<file path="config.mk">
export PLATFORM = sky130hd
export DESIGN_NAME = sdpram_burst_reader
export DESIGN_NICKNAME = d
export VERILOG_FILES = /design/src/rtl/sdpram_rd_pkg.sv /design/src/rtl/sdpram_rd_skid.sv /design/src/rtl/sdpram_burst_reader.sv
export SDC_FILE = /design/constraint.sdc
export NUM_CORES = 1
export LEC_CHECK = 0
export ABC_AREA = 1
export CORE_UTILIZATION = 25
export CTS_BUF_LIST = sky130_fd_sc_hd__clkbuf_4 sky130_fd_sc_hd__clkbuf_8
export DETAILED_ROUTE_END_ITERATION = 6
export PLACE_DENSITY = 0.44
export SYNTH_ARGS = -nofsm -noshare
export SYNTH_HDL_FRONTEND = slang
export SYNTH_SLANG_ARGS = --single-unit
export TNS_END_PERCENT = 20
</file>
<file path="constraint.sdc">
create_clock -name clk -period 2.86 [get_ports clk]
set_input_delay 0.572 -clock clk [delete_from_list [all_inputs] [get_ports clk]]
set_output_delay 0.572 -clock clk [all_outputs]
set_load 0.01 [all_outputs]
</file>
<file path="src/rtl/sdpram_rd_pkg.sv">
// sdpram_rd_pkg
// Shared definitions for the simple-dual-port RAM burst reader:
//   - rd_state_e   : burst FSM state encoding (IDLE / READ / DRAIN)
//   - DEF_DATA_W   : default RAM word width
//   - DEF_DEPTH    : default RAM word count (power of two)
package sdpram_rd_pkg;

    localparam int DEF_DATA_W = 32;
    localparam int DEF_DEPTH  = 1024;

    typedef enum logic [1:0] {
        ST_IDLE  = 2'd0,
        ST_READ  = 2'd1,
        ST_DRAIN = 2'd2
    } rd_state_e;

endpackage

</file>
<file path="src/rtl/sdpram_rd_skid.sv">
// sdpram_rd_skid
// Two-entry FIFO holding RAM words that could not be handed to the stream
// consumer in the cycle they returned.
// Ports:
//   clk, rst   : clock, asynchronous active-high reset (clears occupancy)
//   push       : write push_data into the tail
//   push_data  : word to store
//   pop        : drop the head entry (caller guarantees count != 0)
//   count      : current occupancy, 0..2
//   head_data  : oldest stored word (meaningful only when count != 0)
module sdpram_rd_skid #(
    parameter int DATA_W = 32
) (
    input  logic              clk,
    input  logic              rst,
    input  logic              push,
    input  logic [DATA_W-1:0] push_data,
    input  logic              pop,
    output logic [1:0]        count,
    output logic [DATA_W-1:0] head_data
);

    logic [DATA_W-1:0] mem_q [2];
    logic              wr_ptr_q, wr_ptr_d;
    logic              rd_ptr_q, rd_ptr_d;
    logic [1:0]        count_q, count_d;

    always_comb begin
        wr_ptr_d = wr_ptr_q;
        rd_ptr_d = rd_ptr_q;
        count_d  = count_q;
        if (push) begin
            wr_ptr_d = ~wr_ptr_q;
        end
        if (pop) begin
            rd_ptr_d = ~rd_ptr_q;
        end
        if (push && !pop) begin
            count_d = count_q + 2'd1;
        end else if (pop && !push) begin
            count_d = count_q - 2'd1;
        end
    end

    always_ff @(posedge clk or posedge rst) begin
        if (rst) begin
            wr_ptr_q <= 1'b0;
            rd_ptr_q <= 1'b0;
            count_q  <= 2'd0;
        end else begin
            wr_ptr_q <= wr_ptr_d;
            rd_ptr_q <= rd_ptr_d;
            count_q  <= count_d;
        end
    end

    // Storage needs no reset: an empty FIFO never exposes its contents.
    always_ff @(posedge clk) begin
        if (push) begin
            mem_q[wr_ptr_q] <= push_data;
        end
    end

    assign count     = count_q;
    assign head_data = mem_q[rd_ptr_q];

endmodule

</file>
<file path="src/rtl/sdpram_burst_reader.sv">
// sdpram_burst_reader
// Reads `length` consecutive words from port B of a simple-dual-port RAM
// starting at `start_addr` and presents them in address order on a
// valid/ready stream, one word per cycle when the consumer never stalls.
// Ports:
//   clk, rst            : clock, asynchronous active-high reset
//   start, start_addr,
//   length              : burst request (sampled only while idle)
//   busy, done, err     : burst status (done/err are one-cycle pulses)
//   renb, addrb, doutb  : RAM port B (data valid one cycle after renb)
//   m_data, m_valid,
//   m_ready             : output stream
// Build option:
//   SDPRAM_RD_WRAP_EN   : when defined, bursts wrap from DEPTH-1 to 0;
//                         otherwise a burst running past DEPTH-1 is
//                         rejected with an err pulse.
module sdpram_burst_reader
    import sdpram_rd_pkg::*;
#(
    parameter int DATA_W = DEF_DATA_W,
    parameter int DEPTH  = DEF_DEPTH,
    parameter int ADDR_W = $clog2(DEPTH)
) (
    input  logic              clk,
    input  logic              rst,
    input  logic              start,
    input  logic [ADDR_W-1:0] start_addr,
    input  logic [ADDR_W:0]   length,
    output logic              busy,
    output logic              done,
    output logic              err,
    output logic              renb,
    output logic [ADDR_W-1:0] addrb,
    input  logic [DATA_W-1:0] doutb,
    output logic [DATA_W-1:0] m_data,
    output logic              m_valid,
    input  logic              m_ready
);

    rd_state_e         state_q, state_d;
    logic [ADDR_W-1:0] addr_q, addr_d;
    logic [ADDR_W:0]   rd_left_q, rd_left_d;
    logic [ADDR_W:0]   xfer_left_q, xfer_left_d;
    logic              inflight_q, inflight_d;
    logic              done_zero_q, done_zero_d;
    logic              err_q, err_d;

    logic              range_bad;
    logic              accept;
    logic              pop;
    logic              fifo_push;
    logic              fifo_pop;
    logic [1:0]        fifo_count;
    logic [DATA_W-1:0] fifo_head;
    logic [2:0]        occupancy;
    logic              room;

`ifdef SDPRAM_RD_WRAP_EN
    // Address counter is ADDR_W bits wide, so it wraps on its own.
    assign range_bad = 1'b0;
`else
    logic [ADDR_W+1:0] end_addr;
    assign end_addr  = {2'b00, start_addr} + {1'b0, length};
    assign range_bad = end_addr > (ADDR_W+2)'(DEPTH);
`endif

    assign accept = (state_q == ST_IDLE) && start && (length != '0) && !range_bad;

    // A word is visible either from the FIFO head or, when the FIFO is
    // empty, straight from the RAM in the cycle it returns. This bypass is
    // what lets the first word appear two cycles after the start.
    assign m_valid = (fifo_count != 2'd0) || inflight_q;
    assign pop     = m_valid && m_ready;
    assign m_data  = !m_valid            ? '0 :
                     (fifo_count == 2'd0) ? doutb : fifo_head;

    // Returning data is parked unless it is consumed on the bypass path.
    assign fifo_push = inflight_q && !((fifo_count == 2'd0) && pop);
    assign fifo_pop  = pop && (fifo_count != 2'd0);

    // Words already owned (stored + in flight) minus the one leaving now
    // must stay below two for a new read to be safe.
    assign occupancy = {1'b0, fifo_count} + {2'b00, inflight_q};
    assign room      = occupancy < (3'd2 + {2'b00, pop});

    sdpram_rd_skid #(
        .DATA_W (DATA_W)
    ) u_skid (
        .clk       (clk),
        .rst       (rst),
        .push      (fifo_push),
        .push_data (doutb),
        .pop       (fifo_pop),
        .count     (fifo_count),
        .head_data (fifo_head)
    );

    // FSM: state register
    always_ff @(posedge clk or posedge rst) begin
        if (rst) begin
            state_q <= ST_IDLE;
        end else begin
            state_q <= state_d;
        end
    end

    // FSM: next-state logic
    always_comb begin
        state_d = state_q;
        unique case (state_q)
            ST_IDLE:  if (accept) state_d = ST_READ;
            ST_READ:  if (renb && (rd_left_q == (ADDR_W+1)'(1))) state_d = ST_DRAIN;
            ST_DRAIN: if (pop && (xfer_left_q == (ADDR_W+1)'(1))) state_d = ST_IDLE;
            default:  state_d = ST_IDLE;
        endcase
    end

    // FSM: outputs
    always_comb begin
        busy = (state_q != ST_IDLE);
        renb = (state_q == ST_READ) && (rd_left_q != '0) && room;
        done = done_zero_q || ((state_q == ST_DRAIN) && pop && (xfer_left_q == (ADDR_W+1)'(1)));
    end

    assign addrb = addr_q;
    assign err   = err_q;

    // Burst counters and status pulses
    always_comb begin
        addr_d      = addr_q;
        rd_left_d   = rd_left_q;
        xfer_left_d = xfer_left_q;
        if (accept) begin
            addr_d      = start_addr;
            rd_left_d   = length;
            xfer_left_d = length;
        end else begin
            if (renb) begin
                addr_d    = addr_q + ADDR_W'(1);
                rd_left_d = rd_left_q - (ADDR_W+1)'(1);
            end
            if (pop) begin
                xfer_left_d = xfer_left_q - (ADDR_W+1)'(1);
            end
        end
        inflight_d  = renb;
        done_zero_d = (state_q == ST_IDLE) && start && (length == '0);
        err_d       = (state_q == ST_IDLE) && start && (length != '0) && range_bad;
    end

    // Clearing inflight_q on reset drops any read that returns afterwards.
    always_ff @(posedge clk or posedge rst) begin
        if (rst) begin
            addr_q      <= '0;
            rd_left_q   <= '0;
            xfer_left_q <= '0;
            inflight_q  <= 1'b0;
            done_zero_q <= 1'b0;
            err_q       <= 1'b0;
        end else begin
            addr_q      <= addr_d;
            rd_left_q   <= rd_left_d;
            xfer_left_q <= xfer_left_d;
            inflight_q  <= inflight_d;
            done_zero_q <= done_zero_d;
            err_q       <= err_d;
        end
    end

endmodule

</file>
[After elaboration in Yosys (flattened, before gate mapping)]
Memory sizes are Yosys's and may differ from the RTL's.
Cells that the tools add are included.
Operators by class
  add/subtract/negate cells: 8
  $lt $le $gt $ge: 2
  equality and inequality tests: 7
  muxes and demuxes: 16
  bitwise operators: 2
  reductions and logical operators: 34
Operators with widths (number)
  2-to-1 mux 32 bit: 2
  2-to-1 mux 11 bit: 4
  equality test 11 x 1 -> 1 bit (second input constant): 2
  nonzero test 11 bit: 2
  subtractor 11 x 1 -> 11 bit (second input constant): 2
  2-to-1 mux 10 bit: 2
  logical AND 1 bit: 17
  adder 10 x 11 -> 12 bit: 1
  > comparator 12 x 11 -> 1 bit (second input constant): 1
  logical NOT 11 bit: 1
  adder 10 x 1 -> 10 bit (second input constant): 1
  2-to-1 mux 2 bit: 5
  nonzero test 2 bit: 5
  inequality test 2 bit (second input constant): 3
  one-hot mux 2 bit (3 select lines): 1
  logical NOT 1 bit: 4
  logical NOT 2 bit: 2
  adder 2 x 1 -> 3 bit: 1
  adder 2 x 1 -> 3 bit (first input constant): 1
  less-than comparator 3 bit: 1
  AND reduction 3 bit: 1
  adder 2 x 1 -> 2 bit (second input constant): 1
  equality test 2 x 1 -> 1 bit (second input constant): 1
  equality test 2 bit (second input constant): 1
  other kinds (4): 7
Word-level totals
  register bits: 41
  bits in writable memories: 64
  input bits: 57
  logic and storage cells: 80
  memories: 1
Memories
  u_skid.mem_q: depth 2, width 32, read ports 1, clocked after Yosys merged registers in 0, wr ports 1, RTL line sdpram_rd_skid.sv:23  | logic [DATA_W-1:0] mem_q [2];

[Logic depth before layout (Yosys ltp)]
  word-level depth: 10
  mapped depth: 19
  gate-level depth less buffers: 18

[By module]
A second synthesis with hierarchy kept.
Unflattened totals
  cell total of the unflattened synthesis: 717
  area, all modules: 6202.2 um2
By module, submodules not included
  sdpram_burst_reader: instances 1, cells each 593, area an instance 3537.1 um2, sequential area each 925.9 um2
  sdpram_rd_skid: instances 1, cells each 124, area an instance 2665.1 um2, sequential area each 2021.9 um2

[Least setup slack after synthesis]
No wires, ideal clock.
  path kind: in2reg
  start: input port m_ready
  end: memory u_skid.mem_q[0][0] (enable)
  setup time: 421 ps
  arrival time: 2148 ps
  required time: 2439 ps
  setup slack: 291 ps
  cell stages on the path: 3
  path buffers: 0
  cell sequence: inv_1 o21ai_0 nor2_1
Between the ends
  cells in the longest elaborated chain, start to end: 6
RTL lines
  from (decl): RTL line sdpram_burst_reader.sv:37  | input logic m_ready
  logical AND 1 bit: RTL line sdpram_burst_reader.sv:73  | assign pop = m_valid && m_ready;
  logical AND 1 bit: RTL line sdpram_burst_reader.sv:78  | assign fifo_push = inflight_q && !((fifo_count == 2'd0) && pop);
  logical NOT 1 bit: RTL line sdpram_burst_reader.sv:78
  logical AND 1 bit: RTL line sdpram_burst_reader.sv:78
  2-to-1 mux 1 bit: RTL line sdpram_rd_skid.sv:59  | if (push) begin
  2-to-1 mux 1 bit (implied by the code): RTL line sdpram_rd_skid.sv:60  | mem_q[wr_ptr_q] <= push_data;
  to (decl): RTL line sdpram_rd_skid.sv:23
Every way passes these cells.

[Final worst setup path]
  start: register u_skid.count_q[0], in the netlist u_skid.count[0]
  end: output port m_data[31]
Between the ends
  cells in the longest elaborated chain, start to end: 3
  elaborated cells between the ends (all ways): 5
RTL lines
  from (decl): RTL line sdpram_rd_skid.sv:26  | logic [1:0] count_q, count_d;
  from (signal assigned): RTL line sdpram_rd_skid.sv:53  | count_q <= count_d;
  logical NOT 2 bit / nonzero test 2 bit (equally long branches): RTL line sdpram_burst_reader.sv:75, sdpram_burst_reader.sv:72
  2-to-1 mux 32 bit / logical OR 1 bit (equally long branches): RTL line sdpram_burst_reader.sv:75, sdpram_burst_reader.sv:72
  2-to-1 mux 32 bit *: RTL line sdpram_burst_reader.sv:74  | assign m_data = !m_valid ? '0 :
  to (decl): RTL line sdpram_burst_reader.sv:35  | output logic [DATA_W-1:0] m_data,
Mark *: on every way between the ends. The rest lies on a longest branch, timed or not.

==> impl_metrics.toml <==
[outcome]
status = "finished clean"

[drt]
dr.pass1.iters = 4
drt.antenna.violating_nets = 0
routedWlPerCell_um = 13.7
viasPerCell = 4.28
dr.first_iter.drc_count = 243
remaining_drc_errors = 0
wl_um = 15900
via_count = 4985

[critical_path]
critPathLaunch = "u_skid.count[0]"
arrival_ns = 2.12
r2r-start = "inflight_q"
reg2reg_depth = 11
criticalPathCategory = "reg2out"
path_cells = "nor2_1 > inv_2 > buf_4 > nand3_1 > o211ai_1 > inv_1 > clkdlybuf4s50_1"
worstReg2RegEnd = "rd_left_q[6]"
rrSetupSlack_ns = 0.76
startpoint_type = "flip-flop"
endpoint_kind = "primary output"
crit_end = "m_data[31]"
crit_path_top_delay_cell = "clkdlybuf4s50_1"
cp_max_fo = 23
cpPeakStageDelay_ns = 0.53
crit_required_ns = 2.29

[clocking]
cts_buffer_depth = 2
cts.sinks = 105
cts_tree = "done"
path_clk_slew_ns = 0.11
post-cts-setup-buffer-count = 0
clock_latency_ns = 0.39
ctsHoldBuffers = 0
htree_levels = 3
clock-root-buffer = "clkbuf_8"
cts_buffers = 9

[place]
gp_congestion = 0.809
dp.cells = 1146
dpl_cell_area_sq_um = 7630
dpl_worst_slack_ns = -0.315
portBuffers = 103
hpwl_um = 11500

[synth]
synth_seq_area_share = 0.501
avgSynthCellArea_sq_um = 8.35
synthTopCellsByArea = "edfxtp_1, dfrtp_1, nand2_1, nand3_1, inv_1"
synth_cells = 705
synth_area_sq_um = 5890
synth_cell_type_count = 34
ys_warn_count = 0
synth_top_area_share = 0.327
yosysTopAreaCell = "edfxtp_1"
synth_seq_cells = 105
synthesis.nets = 780

[job]
max_cap_viol_count = 0

[floorplan]
ios = 104
initial_core_util = 0.258
die_x_um = 155
die_y_um = 155
die_area_sq_um = 24200
core_area_sq_um = 22800
std_cell_rows = 55

[power_and_ir_drop]
powerDensity_nw_per_um2 = 1000
peakVddDrop_mv = 0.318
power.leakage_nw = 3.59
power_mw = 7.97

[global_routing]
grt_use_total = 0.134
grt_max_degree = 44
grt_overflow_total = 0
antenna_found_initial = 0
grt_pass1_wl_um = 25400
first_global_vias = 4808

[layout]
finalInstanceArea_sq_um = 7940
nets = 922
n_antenna_cell = 0
final_core_util = 0.348
fin_cells = 1165
nFillCells = 2429
drive_above_1_share = 0.107
area_growth_pct = 34.9

[sta]
grt_setup_unrepaired = "no"
hold_viol = 0
max_freq_mhz = 371
setup_violations = 0
fin_crit_sh = 0.942
finClkSkew_ns = 0.00910
max_slew_margin = 0.512
maxSlewViolCount = 0
worstMarginPinSlew_ns = 0.727
fin_ws_ns = 0.166
min_period_ns = 2.69

[worst_hold_path]
hold_class = "in2reg"
[layout by cell type (no fill, tap or decap), types with 2 or more instances in the layout]
cell type and n:
ha_2 2, nor3b_1 2, clkbuf_8 9, or2_2 3, nand3_1 105, o211ai_1 32, nor2_4 3, buf_4 47
clkdlybuf4s50_1 99, nand4_1 4, inv_2 3, inv_8 2, clkinv_4 2, dfrtp_1 41, inv_1 91, xor2_1 15
nand2_1 206, clkbuf_16 3, ha_1 15, a21oi_1 6, edfxtp_1 64, nor4_1 2, nor2_1 40, nand2_2 3
xnor2_1 10, buf_12 4, o21ai_0 9, nor3_1 9, dlymetal6s2s_1 4
[power breakdown]
part | total [mW] | switching (mW) | leakage [nW] | internal, mW
Sequential | 2.53 | 0.320 | 1.10 | 2.21
Combinational | 4.53 | 2.45 | 2.40 | 2.09
Clock | 0.911 | 0.569 | 0.0966 | 0.342
[how the worst min path moves through the flow]
stage	from	end	slack, ns	cells after the start
floorplan	u_skid.count[1]	u_skid.count[1]	0.46	1
global placement	u_skid.count[1]	u_skid.count[1]	0.49	1
detailed placement	u_skid.count[1]	u_skid.count[1]	0.49	1
CTS	u_skid.count[1]	u_skid.count[1]	0.51	1
global route	start_addr[0]	addrb[0]	0.45	3
finish	start_addr[0]	addrb[0]	0.44	3
[layout make-up]
type / instances / area, sq um / share of cell area
Inverter: 96 / 363 / 0.0457
Multi-Input combinational cell: 478 / 2490 / 0.314
Sequential cell: 105 / 2950 / 0.371
Tap cell: 313 / 392 / 0.0493
Clock inverter: 7 / 72.6 / 0.00914
Timing Repair Buffer: 157 / 1550 / 0.195
Clock buffer: 9 / 124 / 0.0156
[synth_stat cells]
cell / n
a21boi_0: 1
a21oi_1: 6
a22oi_1: 1
and2_1: 1
buf_1: 4
buf_2: 2
buf_4: 2
buf_6: 3
clkbuf_1: 15
dfrtp_1: 41
edfxtp_1: 64
fa_1: 1
ha_1: 17
inv_1: 94
inv_2: 2
nand2_1: 207
nand2_2: 2
nand3_1: 105
nand3_2: 1
nand3b_1: 1
nand4_1: 4
nor2_1: 44
nor3_1: 9
nor3b_1: 2
nor4_1: 2
o211ai_1: 32
o21ai_0: 10
o21ai_2: 1
o21ai_4: 1
o21bai_1: 1
o31ai_1: 1
or2_2: 3
xnor2_1: 10
xor2_1: 15
[routing by layer]
metal  vias to the layer above  global-route usage  wire length (um)
met3                        12              0.0198               495
met4                         0              0.0448               220
met1                      2297               0.187              7930
li1                       2601                   -                 -
met5                         -                   0                 0
met2                        75               0.212              7300
[kinds of logic after synthesis]
group	share of synthesized area
compound gates	0.0638
xor+xnor	0.0372
fa+ha+maj	0.0395
buf+inv	0.0833
flops	0.501
simple gates	0.275
[metrics by stage]
step,hold slack (ns),setup TNS [ns]
2_1_floorplan,0.462,0
3_3_place_gp,0.486,-7.75
3_5_place_dp,0.490,-8.59
4_1_cts,0.506,0
5_1_grt,0.450,0
6_report,0.442,0
[what timing repair did]
item | in CTS | in global routing
cloned | 0 | 3
gates resized for setup | 3 | 13
pin swaps | 0 | 6
endpoints found under the setup margin | 1 | 33
[critical path: cells and delay by family, from the launching register on]
kind                   cells  cell delay, ns
DFF                        1            0.44
AOI/OAI and AO/OA          1            0.08
buffers and inverters      4            0.89
and+or+nand+nor            2            0.31
[flip-flops by register name (all words and copies together), names as in the netlist]
register / flops
u_skid.wr_ptr_q: 1
rd_left_q: 11
u_skid.rd_ptr_q: 1
xfer_left_q: 11
done_zero_q: 1
u_skid.mem_q: 64
addrb: 10
u_skid.count: 2
inflight_q: 1
state_q: 2
err: 1
(Power assumes the default switching activity.)
